===== src/rtl/push_debounce.sv =====
// push_debounce: per-button synchronizer, debounce filter and press FSM
// with optional auto-repeat. Produces a clean active-low level plus
// single-cycle press / release strobes for each button.
module push_debounce #(
  parameter int NUM_BTN    = 2,
  parameter int DEB_CYCLES = 1000000,
  parameter int REP_DELAY  = 25000000,
  parameter int REP_PERIOD = 5000000
) (
  input  logic               i_Clk,
  input  logic               i_Rst,
  input  logic [NUM_BTN-1:0] i_Btn,
  input  logic               i_RepEn,
  output logic [NUM_BTN-1:0] o_Push,
  output logic [NUM_BTN-1:0] o_Press,
  output logic [NUM_BTN-1:0] o_Release
);

  // Repeat counter must cover the longer of the two repeat intervals.
  localparam int REP_MAX = (REP_DELAY > REP_PERIOD) ? REP_DELAY : REP_PERIOD;
  localparam int DEB_W   = ($clog2(DEB_CYCLES) < 1) ? 1 : $clog2(DEB_CYCLES);
  localparam int REP_W   = ($clog2(REP_MAX) < 1) ? 1 : $clog2(REP_MAX);

  // Terminal counts: the counter is cleared when it sits on these values.
  localparam logic [DEB_W-1:0] DEB_LAST    = DEB_W'(DEB_CYCLES - 1);
  localparam logic [REP_W-1:0] DELAY_LAST  = REP_W'(REP_DELAY - 1);
  localparam logic [REP_W-1:0] PERIOD_LAST = REP_W'(REP_PERIOD - 1);
  localparam logic [DEB_W-1:0] DEB_ONE     = DEB_W'(1);
  localparam logic [REP_W-1:0] REP_ONE     = REP_W'(1);

  typedef enum logic [1:0] {
    ST_UP     = 2'd0,
    ST_HOLD   = 2'd1,
    ST_REPEAT = 2'd2
  } state_t;

  genvar gi;
  generate
    for (gi = 0; gi < NUM_BTN; gi++) begin : g_btn
      logic             r_sync1;
      logic             r_sync2;
      logic             r_push;
      logic [DEB_W-1:0] r_deb_cnt;
      logic             w_differ;
      logic             w_accept;
      logic             w_press_evt;
      logic             w_rel_evt;

      state_t           r_state;
      state_t           w_state_next;
      logic [REP_W-1:0] r_rep_cnt;
      logic [REP_W-1:0] w_rep_cnt_next;
      logic             r_press;
      logic             r_rel;
      logic             w_press_next;
      logic             w_rel_next;

      // Two-stage synchronizer; idles high (button released).
      always_ff @(posedge i_Clk or posedge i_Rst) begin
        if (i_Rst) begin
          r_sync1 <= 1'b1;
          r_sync2 <= 1'b1;
        end else begin
          r_sync1 <= i_Btn[gi];
          r_sync2 <= r_sync1;
        end
      end

      // A level change is accepted on the DEB_CYCLES-th consecutive
      // differing sample; this is the same edge the counter sits on its
      // terminal value while the sample still differs.
      assign w_differ    = (r_sync2 != r_push);
      assign w_accept    = w_differ && (r_deb_cnt == DEB_LAST);
      assign w_press_evt = w_accept && !r_sync2;
      assign w_rel_evt   = w_accept && r_sync2;

      // Debounce filter: any matching sample restarts the count.
      always_ff @(posedge i_Clk or posedge i_Rst) begin
        if (i_Rst) begin
          r_push    <= 1'b1;
          r_deb_cnt <= '0;
        end else if (!w_differ) begin
          r_deb_cnt <= '0;
        end else if (w_accept) begin
          r_push    <= r_sync2;
          r_deb_cnt <= '0;
        end else begin
          r_deb_cnt <= r_deb_cnt + DEB_ONE;
        end
      end

      // Press FSM state register, repeat counter and registered strobes.
      always_ff @(posedge i_Clk or posedge i_Rst) begin
        if (i_Rst) begin
          r_state   <= ST_UP;
          r_rep_cnt <= '0;
          r_press   <= 1'b0;
          r_rel     <= 1'b0;
        end else begin
          r_state   <= w_state_next;
          r_rep_cnt <= w_rep_cnt_next;
          r_press   <= w_press_next;
          r_rel     <= w_rel_next;
        end
      end

      // Next-state logic; an accepted release always wins.
      always_comb begin
        w_state_next = r_state;
        case (r_state)
          ST_UP: begin
            if (w_press_evt) w_state_next = ST_HOLD;
          end
          ST_HOLD: begin
            if (w_rel_evt) begin
              w_state_next = ST_UP;
            end else if (i_RepEn && (r_rep_cnt == DELAY_LAST)) begin
              w_state_next = ST_REPEAT;
            end
          end
          ST_REPEAT: begin
            if (w_rel_evt) begin
              w_state_next = ST_UP;
            end else if (!i_RepEn) begin
              w_state_next = ST_HOLD;
            end
          end
          default: w_state_next = ST_UP;
        endcase
      end

      // Output / counter logic: strobes and repeat counter for next edge.
      always_comb begin
        w_press_next   = 1'b0;
        w_rel_next     = 1'b0;
        w_rep_cnt_next = r_rep_cnt;
        case (r_state)
          ST_UP: begin
            w_rep_cnt_next = '0;
            if (w_press_evt) w_press_next = 1'b1;
          end
          ST_HOLD: begin
            if (w_rel_evt) begin
              w_rel_next     = 1'b1;
              w_rep_cnt_next = '0;
            end else if (!i_RepEn) begin
              w_rep_cnt_next = '0;
            end else if (r_rep_cnt == DELAY_LAST) begin
              w_press_next   = 1'b1;
              w_rep_cnt_next = '0;
            end else begin
              w_rep_cnt_next = r_rep_cnt + REP_ONE;
            end
          end
          ST_REPEAT: begin
            if (w_rel_evt) begin
              w_rel_next     = 1'b1;
              w_rep_cnt_next = '0;
            end else if (!i_RepEn) begin
              w_rep_cnt_next = '0;
            end else if (r_rep_cnt == PERIOD_LAST) begin
              w_press_next   = 1'b1;
              w_rep_cnt_next = '0;
            end else begin
              w_rep_cnt_next = r_rep_cnt + REP_ONE;
            end
          end
          default: w_rep_cnt_next = '0;
        endcase
      end

      assign o_Push[gi]    = r_push;
      assign o_Press[gi]   = r_press;
      assign o_Release[gi] = r_rel;
    end
  endgenerate

endmodule


===== config.mk =====
export PLATFORM = sky130hd
export DESIGN_NAME = push_debounce
export DESIGN_NICKNAME = d
export VERILOG_FILES = /design/src/rtl/push_debounce.sv
export SDC_FILE = /design/constraint.sdc
export NUM_CORES = 1
export LEC_CHECK = 0
export ABC_AREA = 1
export ABC_CLOCK_PERIOD_IN_PS = 3600
export BUFFER_PORTS_ARGS = -buffer_cell sky130_fd_sc_hd__buf_2
export CELL_PAD_IN_SITES_DETAIL_PLACEMENT = 0
export CELL_PAD_IN_SITES_GLOBAL_PLACEMENT = 1
export CORE_ASPECT_RATIO = 2
export CORE_UTILIZATION = 48
export DETAILED_ROUTE_END_ITERATION = 16
export GPL_TIMING_DRIVEN = 0
export PLACE_DENSITY_LB_ADDON = 0.1
export SLEW_MARGIN = 5
export SYNTH_ARGS = -nofsm -noshare
export SYNTH_HDL_FRONTEND = slang
export SYNTH_SLANG_ARGS = --single-unit

===== constraint.sdc =====
create_clock -name i_Clk -period 3.6 [get_ports i_Clk]
set_clock_uncertainty 0.15 [all_clocks]
set_input_delay 0.54 -clock i_Clk [delete_from_list [all_inputs] [get_ports i_Clk]]
set_output_delay 0.54 -clock i_Clk [all_outputs]
set_load 0.03 [all_outputs]

Word-level counts from Yosys, hierarchy flattened
Index checks and enable logic that the tools add are counted. Widths: inputs -> output; s select.

Add/sub/neg operators: 4. Equal/unequal tests: 18. Multiplexer cells: 49. Reductions and logical operators: 18.

Operators with widths (count): $mux 25 (12); $pmux 25 s2 (2); $mux 20 (4); $add 25x1->25 const B (2); $eq 25x23->1 const B (2); $eq 25x25->1 const B (2); $add 20x1->20 const B (2); $eq 20x20->1 const B (2); $mux 1 (18); $mux 2 (9); $ne 3x3->1 const B (4); $pmux 2 s3 (2); $logic_and 1x1->1 (8); $pmux 1 s3 (2); $reduce_and 3->1 (2); $eq 2x1->1 const B (2); $eq 2x2->1 const B (2); $logic_not 2->1 (2); $ne 2x2->1 const B (2); $reduce_and 2->1 (2); $reduce_or 2->1 (2); $logic_not 1->1 (2); $ne 1x1->1 (2).

Register bits: 104.

Logic depth before layout (Yosys ltp)
Depth in word-level cells: 5. Depth in mapped cells: 11. Depth with buffers taken out: 11.

Worst setup path after synthesis
Ideal clock, no wire load.

Path type: reg-to-reg. Start point: register g_btn[1].r_rep_cnt[0]. End point: register g_btn[1].r_rep_cnt[14]. Library setup time: 120 ps. Arrival time: 1513 ps. Slack: 1817 ps. Cell stages (with the launch flop): 12. Path buffers: 1. Cells stage by stage: dfrtp_1 > ha_1 > nand2_1 > nor2_2 > inv_1 > nor2_1 > nand4_1 > nand4_1 > nand2_2 > nand2_4 > buf_6 > nor2_1.

Word-level cells in the longest chain between the ends: 5.

RTL lines: start: declaration (line 51) `logic [REP_W-1:0] r_rep_cnt;`; start signal: assignment (line 101) `r_rep_cnt <= w_rep_cnt_next;`; $add 25x1->25 (tied with other cells) (line 152, 165); $mux 25 (on tied branches) (line 161, 148); $mux 25 (on tied branches) (line 159, 146); $mux 25 (on tied branches) (line 156, 143); $pmux 25 s2 (*) (line 137) `case (r_state)`; net g_btn[1].w_rep_cnt_next[14] (line 52) `logic [REP_W-1:0] w_rep_cnt_next;`.

The timed path passes the listed nets; every way through them passes the cells marked *. A chain may end at the register's enable or synchronous reset.

Worst setup path after layout
Start point: register g_btn[1].r_rep_cnt[0]. End point: register g_btn[1].r_rep_cnt[22].

Same word-level chain as after synthesis.

==> reports/metrics.yaml <==
status: "finished clean"
track_usage: 0.207
synth_warnings: 0
synth-seq-cells: 104
holdBufCountCts: 0
cts_setup_buffers: 0
area_growth_pct: 9.73
cts-resized-gates: 0
grt_max_degree: 61
dp.final_hpwl_mm: 8.64
dp_cells: 874
regArea_mm2: 0.00261
hp-class: "input pin to async pin"
critical_path_arrival_ns: 2.34
layout_min_cycle_time_ns: 2.26
finalSetupViolations: 0
avgSynthCellArea_um2: 7.87
insertion_delay_ns: 0.35
rsz0062_at_grt: "no"
multi_input_area_mm2: 0.00263
ys_seq_area_frac: 0.459
period_share: 0.627
hold_violations: 0
cp.required_ns: 3.68
r2r_end: "g_btn[1].r_rep_cnt[22]$_DFF_PP0_"
path_class: "flop to flop"
drtIter0Drc: 182
worstMarginPinSlew_ns: 0.597
synth_area_leaders: "dfrtp_1, nor2_1, nand2_1"
nFillCells: 1175
nets: 760
core_mm2: 0.0114
io_buffers: 9
die_area_mm2: 0.0123
maxSlewViolCount: 0
worstSetupStartpointType: "flop"
critPathCaptureType: "flop"
antenna_found_initial: 0
irDropWorstVdd_mv: 0.238
worst-r2r-cell-count: 11
drv_cap: 0
stdcell_area_mm2: 0.00624
numCtsBuffers: 9
power_per_cell_area_mw_per_mm2: 359
cts_sinks: 104
drt-total-wl_mm: 11.5
vias: 4434
reg2reg_from: "g_btn[1].r_rep_cnt[0]$_DFF_PP0_"
io_pins: 11
cts_root_buffer: "clkbuf_16"
stdcell_count: 890
drive_above_1_share: 0.0856
fmax_mhz: 443
leakage_nw: 2.73
first_global_vias: 4505
diodes: 0
htree_levels: 3
maxSlewHeadroom: 0.602
wl_per_cell_um: 12.9
viasPerCell: 4.98
placementRows: 55
cts_tree: "built"
overflow: 0
clk_path_buf_depth: 2
start_util: 0.497
finalWeightedCongestion: 0.824
syn_inst: 722
synth_top_cell_area_share: 0.432
finalSetupTns_ns: 0
synth_nets: 739
drtAntennaViolNets: 0
fp.dieW_um: 78.9
drcViolationCount: 0
place_area_mm2: 0.00594
drtPass1Iterations: 4
netlist_area_mm2: 0.00568
grt_pass1_wl_mm: 20.0
reg2reg_slack_ns: 1.34
cts.clk_slew.worst_paths_ns: 0.07
ys_types: 34
synth_top_area_cell: "dfrtp_1"
die_h_um: 156
power.total_w: 0.00224
path_max_fanout: 10
## worst max-delay path by stage
stage                                     from                                to  slack, ns
3_3_place_gp                             i_Rst   g_btn[1].r_rep_cnt[7]$_DFF_PP0_      -1.05
5_1_grt        g_btn[1].r_rep_cnt[0]$_DFF_PP0_  g_btn[1].r_rep_cnt[24]$_DFF_PP0_       1.18
2_1_floorplan                            i_Rst   g_btn[0].r_deb_cnt[0]$_DFF_PP0_       0.19
4_1_cts        g_btn[1].r_rep_cnt[0]$_DFF_PP0_   g_btn[1].r_rep_cnt[9]$_DFF_PP0_       1.32
6_report       g_btn[1].r_rep_cnt[0]$_DFF_PP0_  g_btn[1].r_rep_cnt[22]$_DFF_PP0_       1.34
3_5_place_dp   g_btn[1].r_rep_cnt[0]$_DFF_PP0_   g_btn[1].r_rep_cnt[9]$_DFF_PP0_       1.39
## cell usage in the layout, fill, tap and decap left out, types with 2 or more instances in the layout
master,synthesis,final
nor2_1,156,156
nand2_1,147,147
dfrtp_1,98,98
inv_1,86,85
xor2_1,42,42
nand3_1,40,40
nand4_1,25,25
a21oi_1,19,19
o21ai_0,16,16
nor3_1,15,15
ha_1,12,12
xnor2_1,11,11
buf_2,1,10
clkbuf_16,0,9
buf_4,6,6
dfstp_2,6,6
nor2_2,5,5
buf_6,5,5
a31oi_1,4,4
clkbuf_1,1,3
nand3_2,3,3
nor3_2,3,3
nand2_2,3,3
nor3b_1,3,3
inv_2,2,2
nand2_4,2,2
nor4_1,2,2
a311oi_1,2,2
clkinvlp_4,0,2
## state kept, by name, indices dropped and copies added (netlist names)
name	count
g_btn.r_rep_cnt	50
g_btn.r_sync1	2
g_btn.r_press	2
g_btn.r_sync2	2
g_btn.r_rel	2
g_btn.r_deb_cnt	40
g_btn.r_state	4
g_btn.r_push	2
## routing by layer
layer	vias up	track usage	wire [µm]
li1	2313	-	-
met1	2079	0.226	4890
met2	32	0.395	6310
met3	10	0.0351	182
met4	0	0.0658	144
met5	-	0	0
## through the flow
stage / utilization / worst slack [ns] / hold slack [ns]
CTS: 0.546 / 1.32 / 0.130
global route: 0.546 / 1.18 / 0.126
global placement: 0.517 / -1.05 / 0.197
finish: 0.546 / 1.34 / 0.113
detailed placement: 0.520 / 1.39 / 0.199
floorplan: - / 0.188 / 0.195
## worst max-delay path, stage by stage (launching register included)
cell	delay, ns
dfrtp_1	0.41
ha_1	0.21
nand2_1	0.09
nor2_2	0.14
inv_1	0.08
nor2_1	0.33
nand4_1	0.20
nand4_1	0.13
nand2_2	0.07
nand2_4	0.10
buf_6	0.17
nor2_1	0.05
## power breakdown
part | internal (W) | leakage [nW] | switching (W)
clock | 0.000561 | 0.139 | 0.000438
combinational | 0.0000136 | 1.16 | 0.0000408
sequential | 0.00118 | 1.43 | 0.00000595
total | 0.00175 | 2.73 | 0.000485
## synth_stat cells, drive strengths merged
library cell	instances
dfstp	6
ha	12
a31oi	4
buf	12
nor3b	3
inv	88
nor4	2
nor2	162
xor2	42
nand2	152
o21ai	18
nand3	43
a311oi	2
a21oi	19
nand3b	1
clkbuf	1
nand4	25
nor3	19
a211oi	1
xnor2	11
o21bai	1
dfrtp	98
## cells by family (layout without fill, tap and decap cells)
family / count (synthesis) / count (layout) / synth area share
AO/OA/AOI/OAI: 45 / 45 / 0.0434
XOR/XNOR: 53 / 53 / 0.0817
adder cells (fa/ha/maj): 12 / 12 / 0.0264
buffers and inverters: 101 / 127 / 0.0775
flip-flops: 104 / 104 / 0.459
AND/OR/NAND/NOR: 407 / 407 / 0.312
## cell type report
| cell class | instances | area share |
|---|---|---|
| Multi-Input combinational cell | 517 | 0.422 |
| Sequential cell | 104 | 0.419 |
| Inverter | 88 | 0.0534 |
| Clock buffer | 12 | 0.0395 |
| Tap cell | 142 | 0.0285 |
| Buffer | 13 | 0.0177 |
| Timing Repair Buffer | 10 | 0.0116 |
| Clock inverter | 4 | 0.00863 |
(Power assumes the default switching activity.)
